$ cat src/rtl/hamming_decoder_pipe.sv
// Purpose : two-stage SECDED (16,11) decoder with saturating error-statistics counters.
// Latency : 2 cycles from accepted codeword to out_valid when downstream does not stall.
// Backpressure: valid/ready; a stalled result holds stage 2, stage 1 fills behind it, then in_ready drops.
//
// Ports:
//   clk, rst                 sole clock; synchronous active-high reset
//   in_valid/in_ready        codeword handshake; codeword_in = {d10..d4,p4,d3..d1,p3,d0,p2,p1,p0}
//   out_valid/out_ready      result handshake; data_out, err_single, err_double, err_pos
//   cnt_clr                  synchronous clear of both counters (wins over an increment)
//   corr_cnt, uncorr_cnt     saturating counts of accepted single / double error results
module hamming_decoder_pipe #(
  parameter int CNT_W = 16
) (
  input  logic             clk,
  input  logic             rst,
  input  logic             in_valid,
  output logic             in_ready,
  input  logic [15:0]      codeword_in,
  output logic             out_valid,
  input  logic             out_ready,
  output logic [10:0]      data_out,
  output logic             err_single,
  output logic             err_double,
  output logic [3:0]       err_pos,
  input  logic             cnt_clr,
  output logic [CNT_W-1:0] corr_cnt,
  output logic [CNT_W-1:0] uncorr_cnt
);

  localparam logic [CNT_W-1:0] CNT_ONE = {{(CNT_W-1){1'b0}}, 1'b1};

  // Stage 1: only the data bits are kept; the parity bits are fully summarised
  // by the syndrome and the overall parity, so nothing else is needed downstream.
  logic        r_s1_vld;
  logic [10:0] r_s1_dat;
  logic [3:0]  r_s1_syn;
  logic        r_s1_q;

  // Stage 2: registered decode result, drives the out_* ports directly.
  logic        r_s2_vld;
  logic [10:0] r_s2_dat;
  logic        r_s2_single;
  logic        r_s2_double;
  logic [3:0]  r_s2_pos;

  logic [CNT_W-1:0] r_corr_cnt;
  logic [CNT_W-1:0] r_uncorr_cnt;

  logic [3:0]  w_syn;
  logic        w_q;
  logic [10:0] w_dat_fix;
  logic        w_single;
  logic        w_double;
  logic [3:0]  w_pos;
  logic        w_s2_load;
  logic        w_out_acc;

  // Syndrome is the XOR of the indices of all set bits; bit 0 has index 0 and
  // therefore only contributes to the overall parity.
  always_comb begin
    w_syn = '0;
    for (int i = 1; i < 16; i++) begin
      if (codeword_in[i]) begin
        w_syn = w_syn ^ 4'(i);
      end
    end
  end

  assign w_q = ^codeword_in;

  // Single error (q=1): flip the bit at the syndrome position. Only data
  // positions matter for data_out; a flip of a parity position (0,1,2,4,8)
  // leaves the data unchanged.
  always_comb begin
    w_dat_fix = r_s1_dat;
    if (r_s1_q) begin
      case (r_s1_syn)
        4'd3:    w_dat_fix[0]  = ~r_s1_dat[0];
        4'd5:    w_dat_fix[1]  = ~r_s1_dat[1];
        4'd6:    w_dat_fix[2]  = ~r_s1_dat[2];
        4'd7:    w_dat_fix[3]  = ~r_s1_dat[3];
        4'd9:    w_dat_fix[4]  = ~r_s1_dat[4];
        4'd10:   w_dat_fix[5]  = ~r_s1_dat[5];
        4'd11:   w_dat_fix[6]  = ~r_s1_dat[6];
        4'd12:   w_dat_fix[7]  = ~r_s1_dat[7];
        4'd13:   w_dat_fix[8]  = ~r_s1_dat[8];
        4'd14:   w_dat_fix[9]  = ~r_s1_dat[9];
        4'd15:   w_dat_fix[10] = ~r_s1_dat[10];
        default: w_dat_fix     = r_s1_dat;
      endcase
    end
  end

  assign w_single = r_s1_q;
  assign w_double = !r_s1_q && (r_s1_syn != 4'd0);
  assign w_pos    = r_s1_q ? r_s1_syn : 4'd0;

  // Stage 2 loads whenever it is empty or its result is being taken; stage 1
  // moves forward exactly when stage 2 loads.
  assign w_s2_load = !r_s2_vld || out_ready;
  assign in_ready  = !r_s1_vld || w_s2_load;
  assign w_out_acc = r_s2_vld && out_ready;

  always_ff @(posedge clk) begin
    if (rst) begin
      r_s1_vld     <= 1'b0;
      r_s1_dat     <= '0;
      r_s1_syn     <= '0;
      r_s1_q       <= 1'b0;
      r_s2_vld     <= 1'b0;
      r_s2_dat     <= '0;
      r_s2_single  <= 1'b0;
      r_s2_double  <= 1'b0;
      r_s2_pos     <= '0;
      r_corr_cnt   <= '0;
      r_uncorr_cnt <= '0;
    end else begin
      if (in_ready) begin
        r_s1_vld <= in_valid;
        if (in_valid) begin
          r_s1_dat <= {codeword_in[15:9], codeword_in[7:5], codeword_in[3]};
          r_s1_syn <= w_syn;
          r_s1_q   <= w_q;
        end
      end

      if (w_s2_load) begin
        r_s2_vld <= r_s1_vld;
        if (r_s1_vld) begin
          r_s2_dat    <= w_dat_fix;
          r_s2_single <= w_single;
          r_s2_double <= w_double;
          r_s2_pos    <= w_pos;
        end
      end

      // Clear has priority over a same-cycle increment; counters stick at all-ones.
      if (cnt_clr) begin
        r_corr_cnt   <= '0;
        r_uncorr_cnt <= '0;
      end else if (w_out_acc) begin
        if (r_s2_single && (r_corr_cnt != '1)) begin
          r_corr_cnt <= r_corr_cnt + CNT_ONE;
        end
        if (r_s2_double && (r_uncorr_cnt != '1)) begin
          r_uncorr_cnt <= r_uncorr_cnt + CNT_ONE;
        end
      end
    end
  end

  assign out_valid  = r_s2_vld;
  assign data_out   = r_s2_dat;
  assign err_single = r_s2_single;
  assign err_double = r_s2_double;
  assign err_pos    = r_s2_pos;
  assign corr_cnt   = r_corr_cnt;
  assign uncorr_cnt = r_uncorr_cnt;

endmodule

$ cat config.mk
export PLATFORM = sky130hd
export DESIGN_NAME = hamming_decoder_pipe
export DESIGN_NICKNAME = d
export VERILOG_FILES = /design/src/rtl/hamming_decoder_pipe.sv
export SDC_FILE = /design/constraint.sdc
export NUM_CORES = 1
export LEC_CHECK = 0
export ABC_AREA = 1
export CORE_ASPECT_RATIO = 2
export CORE_MARGIN = 2
export CORE_UTILIZATION = 46
export CTS_CLUSTER_SIZE = 14
export DETAILED_ROUTE_END_ITERATION = 10
export GPL_ROUTABILITY_DRIVEN = 0
export PLACE_DENSITY_LB_ADDON = 0.15
export SETUP_SLACK_MARGIN = 0.1
export SLEW_MARGIN = 20
export SYNTH_ARGS = -nofsm -noshare
export SYNTH_HDL_FRONTEND = slang
export SYNTH_SLANG_ARGS = --single-unit
$ cat constraint.sdc
create_clock -name clk -period 3.7 [get_ports clk]
set_input_delay 0.925 -clock clk [delete_from_list [all_inputs] [get_ports clk]]
set_output_delay 0.925 -clock clk [all_outputs]
set_load 0.005 [all_outputs]
Word-level counts from Yosys, hierarchy flattened
Cells that the tools add are included.
- flip-flop bits (word level): 67
- input bits: 21
- output and inout bits: 51
- word-level logic and storage cells: 95
- $add $sub $neg: 2
- equal/unequal tests: 13
- mux-type cells: 28
- bitwise operators: 25
- reduce and logical (&&, ||, !) cells: 16
- operator list (cell ; count):
    4-bit 2-to-1 mux ; 9
    16-bit by 1-bit adder with 16-bit output, second input constant ; 2
    16-bit != test, second input constant ; 2
    4-bit == test, second input constant ; 7
    16-bit parity ; 1
    4-bit by 3-bit == test with 1-bit output, second input constant ; 3
    1-bit 2-to-1 mux ; 12
    3-bit 2-to-1 mux ; 4
    2-bit NOT ; 6
    3-bit NOT ; 4
    11-bit 2-to-1 mux ; 1
    1-bit NOT ; 11
    2-bit AND reduction ; 4
    4-bit by 2-bit == test with 1-bit output, second input constant ; 1
    1-bit logical AND ; 4
    2-bit 2-to-1 mux ; 2
    4-bit NOT ; 1
    4-bit nonzero test ; 1
    1-bit zero test ; 3
    1-bit NOT, first input constant ; 3
    1-bit logical OR ; 2
    2-bit OR reduction ; 1

Logic depth before layout (Yosys ltp)
- depth in word-level cells: 26
- gate-level depth with buffers: 12
- gate-level depth less buffers: 12

Worst setup path after synthesis
Ideal clock, no wire load.
- path type: input to output
- from: input out_ready
- to: output in_ready
- data arrival time: 1.074 ns
- required time: 2.775 ns
- slack: 1.701 ns
- stages: 2
- path buffers: 0
- path through: inv_1 > nand3_1
- word-level cells in the longest chain between the ends: 2
- RTL lines (element ; RTL line ; RTL):
    start, declared ; 20 ; input logic out_ready,
    1-bit logical OR ; 100 ; assign w_s2_load = !r_s2_vld || out_ready;
    1-bit logical OR ; 101 ; assign in_ready = !r_s1_vld || w_s2_load;
    end, declared ; 17 ; output logic in_ready,
Every way passes these cells.

Worst setup path in the final report
Same ends and word-level chain as after synthesis.

==> PnR_summary.wiki <==
{| class="wikitable"
! Metric !! Value
|-
| Total Negative Setup Slacks || 0 ps
|-
| CTS max path bufs || 2
|-
| Post-synthesis net count || 610
|-
| Final Hold Fails || 0
|-
| FILL cells || 823
|-
| Standard cell core area || 0.008174 sq mm
|-
| Num CTS Buffers || 9
|-
| Count of cell types in the netlist || 29
|-
| P&R area growth vs syn || 27.80%
|-
| Arrival time at the worst endpoint || 2090 ps
|-
| Initial core utilization || 46.69%
|-
| Total of cells resized after clock tree synthesis || 0
|-
| Overall power after layout || 1.881 mW
|-
| Fin Clk Skew || 6.884 ps
|-
| Launch point of the worst path || out_ready
|-
| Pin count of the biggest net entering global routing || 29
|-
| Worst-path cell chain || clkdlybuf4s50_1 -> inv_1 -> nand3_1 -> clkdlybuf4s50_1
|-
| Crit end category || output port
|-
| Via-to-Cell Ratio || 5.068
|-
| Post-layout instance area || 0.004877 sq mm
|-
| Level count of the clock H-tree || 3
|-
| Worst setup slack after layout || 687.3 ps
|-
| Number of global-route vias before repair || 3518
|-
| Run status || complete, no violations
|-
| Combined global-route utilization of all metal layers || 22.05%
|-
| Most used standard cell by instance count after synthesis || nand2_1
|-
| Vias || 3826
|-
| Dpl ws || 672.9 ps
|-
| CTS Hold Buffers Added || 0
|-
| Number of violations of the max-capacitance limit || 0
|-
| Gate Count Post-Synth || 587
|-
| Logic depth of the worst register-to-register path || 7
|-
| Ys async rst share || 0%
|-
| Least-Margin Pin Slew || 726.2 ps
|-
| R2r setup slk || 1710 ps
|-
| Height of the die || 132.8 um
|-
| Critical-path top delay cell || clkdlybuf4s50_1
|-
| Grt ovf || 0
|-
| Top post-synthesis cells by count || nand2_1, inv_1, dfxtp_1, nor2_1, a21oi_1
|-
| Number of warning messages in the yosys log || 0
|-
| Total setup buffers inserted after CTS || 0
|-
| Shortest clock period the worst path allows after layout || 3013 ps
|-
| # DRC || 0
|-
| Reg-to-reg startpoint || uncorr_cnt[0]
|-
| Die W || 68.41 um
|-
| Data required time of the critical path || 2770 ps
|-
| Slew Limit Fails || 0
|-
| Hold wc startpoint || r_s1_dat[8]
|-
| Sequential share of the synthesized area || 35.15%
|-
| Setup repair after global routing missed its margin || false
|-
| Seq cells post-synth || 67
|-
| Tightest Hold Check Type || register to register
|-
| CTS Sinks || 67
|-
| Maximum VDD drop || 0.2405 mV
|-
| Share of post-route cells with drive strength above 1 || 5.175%
|-
| Count of routing violations after the opening detailed-route iteration || 188
|-
| Antenna violations before repair || 0
|-
| Destination of the worst register-to-register timing path || uncorr_cnt[5]
|-
| Pre-Repair DR Iteration Count || 5
|-
| Normalized max-slew margin || 51.43%
|-
| Final cycle utilization of the critical path || 81.43%
|-
| Net total in the final layout || 675
|-
| ANT nets after route || 0
|-
| Synth area leaders || dfxtp_1, nand2_1, inv_1
|-
| Synth Flop Type || dfxtp_1
|-
| Area share of the largest cell type after synthesis || 35.15%
|-
| Ant diodes || 0
|-
| Startpoint class of the critical path || input pin
|-
| Std-Cell Rows || 47
|-
| TritonCTS clock tree || yes
|-
| Clock latency reported for the late side of the worst-skew pair || 330 ps
|-
| HPWL Detailed || 7156 um
|-
| I/O pin cnt || 72
|-
| Aggregate routed wire length || 9480 um
|-
| Count of endpoints failing setup in the final report || 0
|-
| Total power per unit cell area || 385.7 mW/mm^2
|-
| Worst-path maximum fanout || 3
|-
| Instance area after placement || 0.004567 sq mm
|-
| Full die area || 0.009085 sq mm
|-
| CP Class || input pin to output port
|-
| Highest cell delay on the worst timing path || 520 ps
|-
| Number of input and output port buffers inserted || 71
|-
| Cell mode on critical path || clkdlybuf4s50_1
|-
| Timing-limited maximum frequency || 331.9 MHz
|-
| Cell type contributing the most total cell area after synthesis || dfxtp_1
|-
| First-pass GRT wire length || 15370 um
|-
| CTS Root Cell || clkbuf_16
|-
| Hold-critical path endpoint || r_s1_dat[8]
|-
| Number of cells traversed by the worst hold path || 2
|-
| Detailed-route wire length per cell || 12.56 um
|-
| Netlist area before placement || 0.003816 sq mm
|-
| Worst-path clk slew || 50 ps
|-
| Number of synthesized flops with an enable pin || 0
|-
| Mean area per synthesized cell || 6.501 sq um
|-
| Reported leakage power || 2.050 nW
|}
-- through the flow --
stage	hold slack (ps)	util, %	std cells
2_1_floorplan	434.0	-	587
3_3_place_gp	451.3	55.87	739
3_5_place_dp	458.7	55.87	739
4_1_cts	468.4	59.67	755
5_1_grt	489.1	59.67	755
6_report	465.7	59.67	755
-- cells by family (layout without fill, tap and decap cells) --
| logic type | after synthesis | after routing | synth area share, % |
|---|---|---|---|
| and+or+nand+nor | 306 | 306 | 32.72 |
| buffers and inverters | 88 | 158 | 9.147 |
| AOI/OAI and AO/OA | 85 | 85 | 13.38 |
| DFF | 67 | 67 | 35.15 |
| xor gates and xnor gates | 39 | 39 | 8.951 |
| adders and majority gates | 2 | 2 | 0.6556 |
-- cell type report --
class / count / area (sq um) / share of cell area [%]
Multi-Input combinational cell: 432 / 2126 / 43.59
Sequential cell: 67 / 1341 / 27.50
Timing Repair Buffer: 71 / 710.7 / 14.57
Inverter: 71 / 266.5 / 5.464
Clock buffer: 11 / 232.7 / 4.772
Tap cell: 98 / 122.6 / 2.514
Clock inverter: 5 / 77.57 / 1.591
-- power by group --
part	total (mW)	switching (mW)	leakage (nW)	internal [mW]
logic	0.213	0.120	1.35	0.0926
registers	0.771	0.0218	0.547	0.750
clock network	0.897	0.310	0.150	0.587
-- worst max path at each step --
stage,to,slack (ps)
final,in_ready,690
after global routing,in_ready,650
after CTS,in_ready,670
after floorplan,in_ready,1700
after global placement,in_ready,710
after detailed placement,in_ready,670
-- registers in the layout (all words and copies together), names as in the netlist --
| signal | count |
|---|---|
| corr_cnt | 16 |
| r_s1_dat | 11 |
| err_double | 1 |
| err_single | 1 |
| r_s1_vld | 1 |
| err_pos | 4 |
| r_s1_syn | 4 |
| r_s1_q | 1 |
| data_out | 11 |
| uncorr_cnt | 16 |
| out_valid | 1 |
-- critical path: cells and delay by family --
| kind | cells | cell delay [ps] |
|---|---|---|
| simple gates | 1 | 100 |
| buf+inv | 3 | 1060 |
-- cells in the final DEF, fill, tap and decap left out, types with 2 or more instances in the layout --
cell type	netlist	routed
clkdlybuf4s50_1	0	71
nand2_2	2	2
dfxtp_1	67	67
clkbuf_16	0	9
a21oi_1	40	40
nor2_1	57	57
xor2_1	22	22
a21oi_2	10	10
bufinv_16	0	2
xnor2_1	17	17
nor3_1	11	11
ha_1	2	2
clkinv_2	0	2
inv_2	2	2
nand2_1	199	199
clkbuf_1	11	2
o221ai_1	7	7
nand4_1	8	8
o21ai_0	25	25
nand3_1	24	24
inv_1	68	68
-- metal layers --
metal | global-route usage [%] | vias to the layer above | part of all wire [%]
met5 | 0 | - | 0
met4 | 8.333 | 0 | 1.7
met3 | 3.231 | 11 | 2.7
met2 | 43.80 | 73 | 58
met1 | 20.60 | 1758 | 37
li1 | - | 1984 | -
Power figures use the tool's default switching activity.
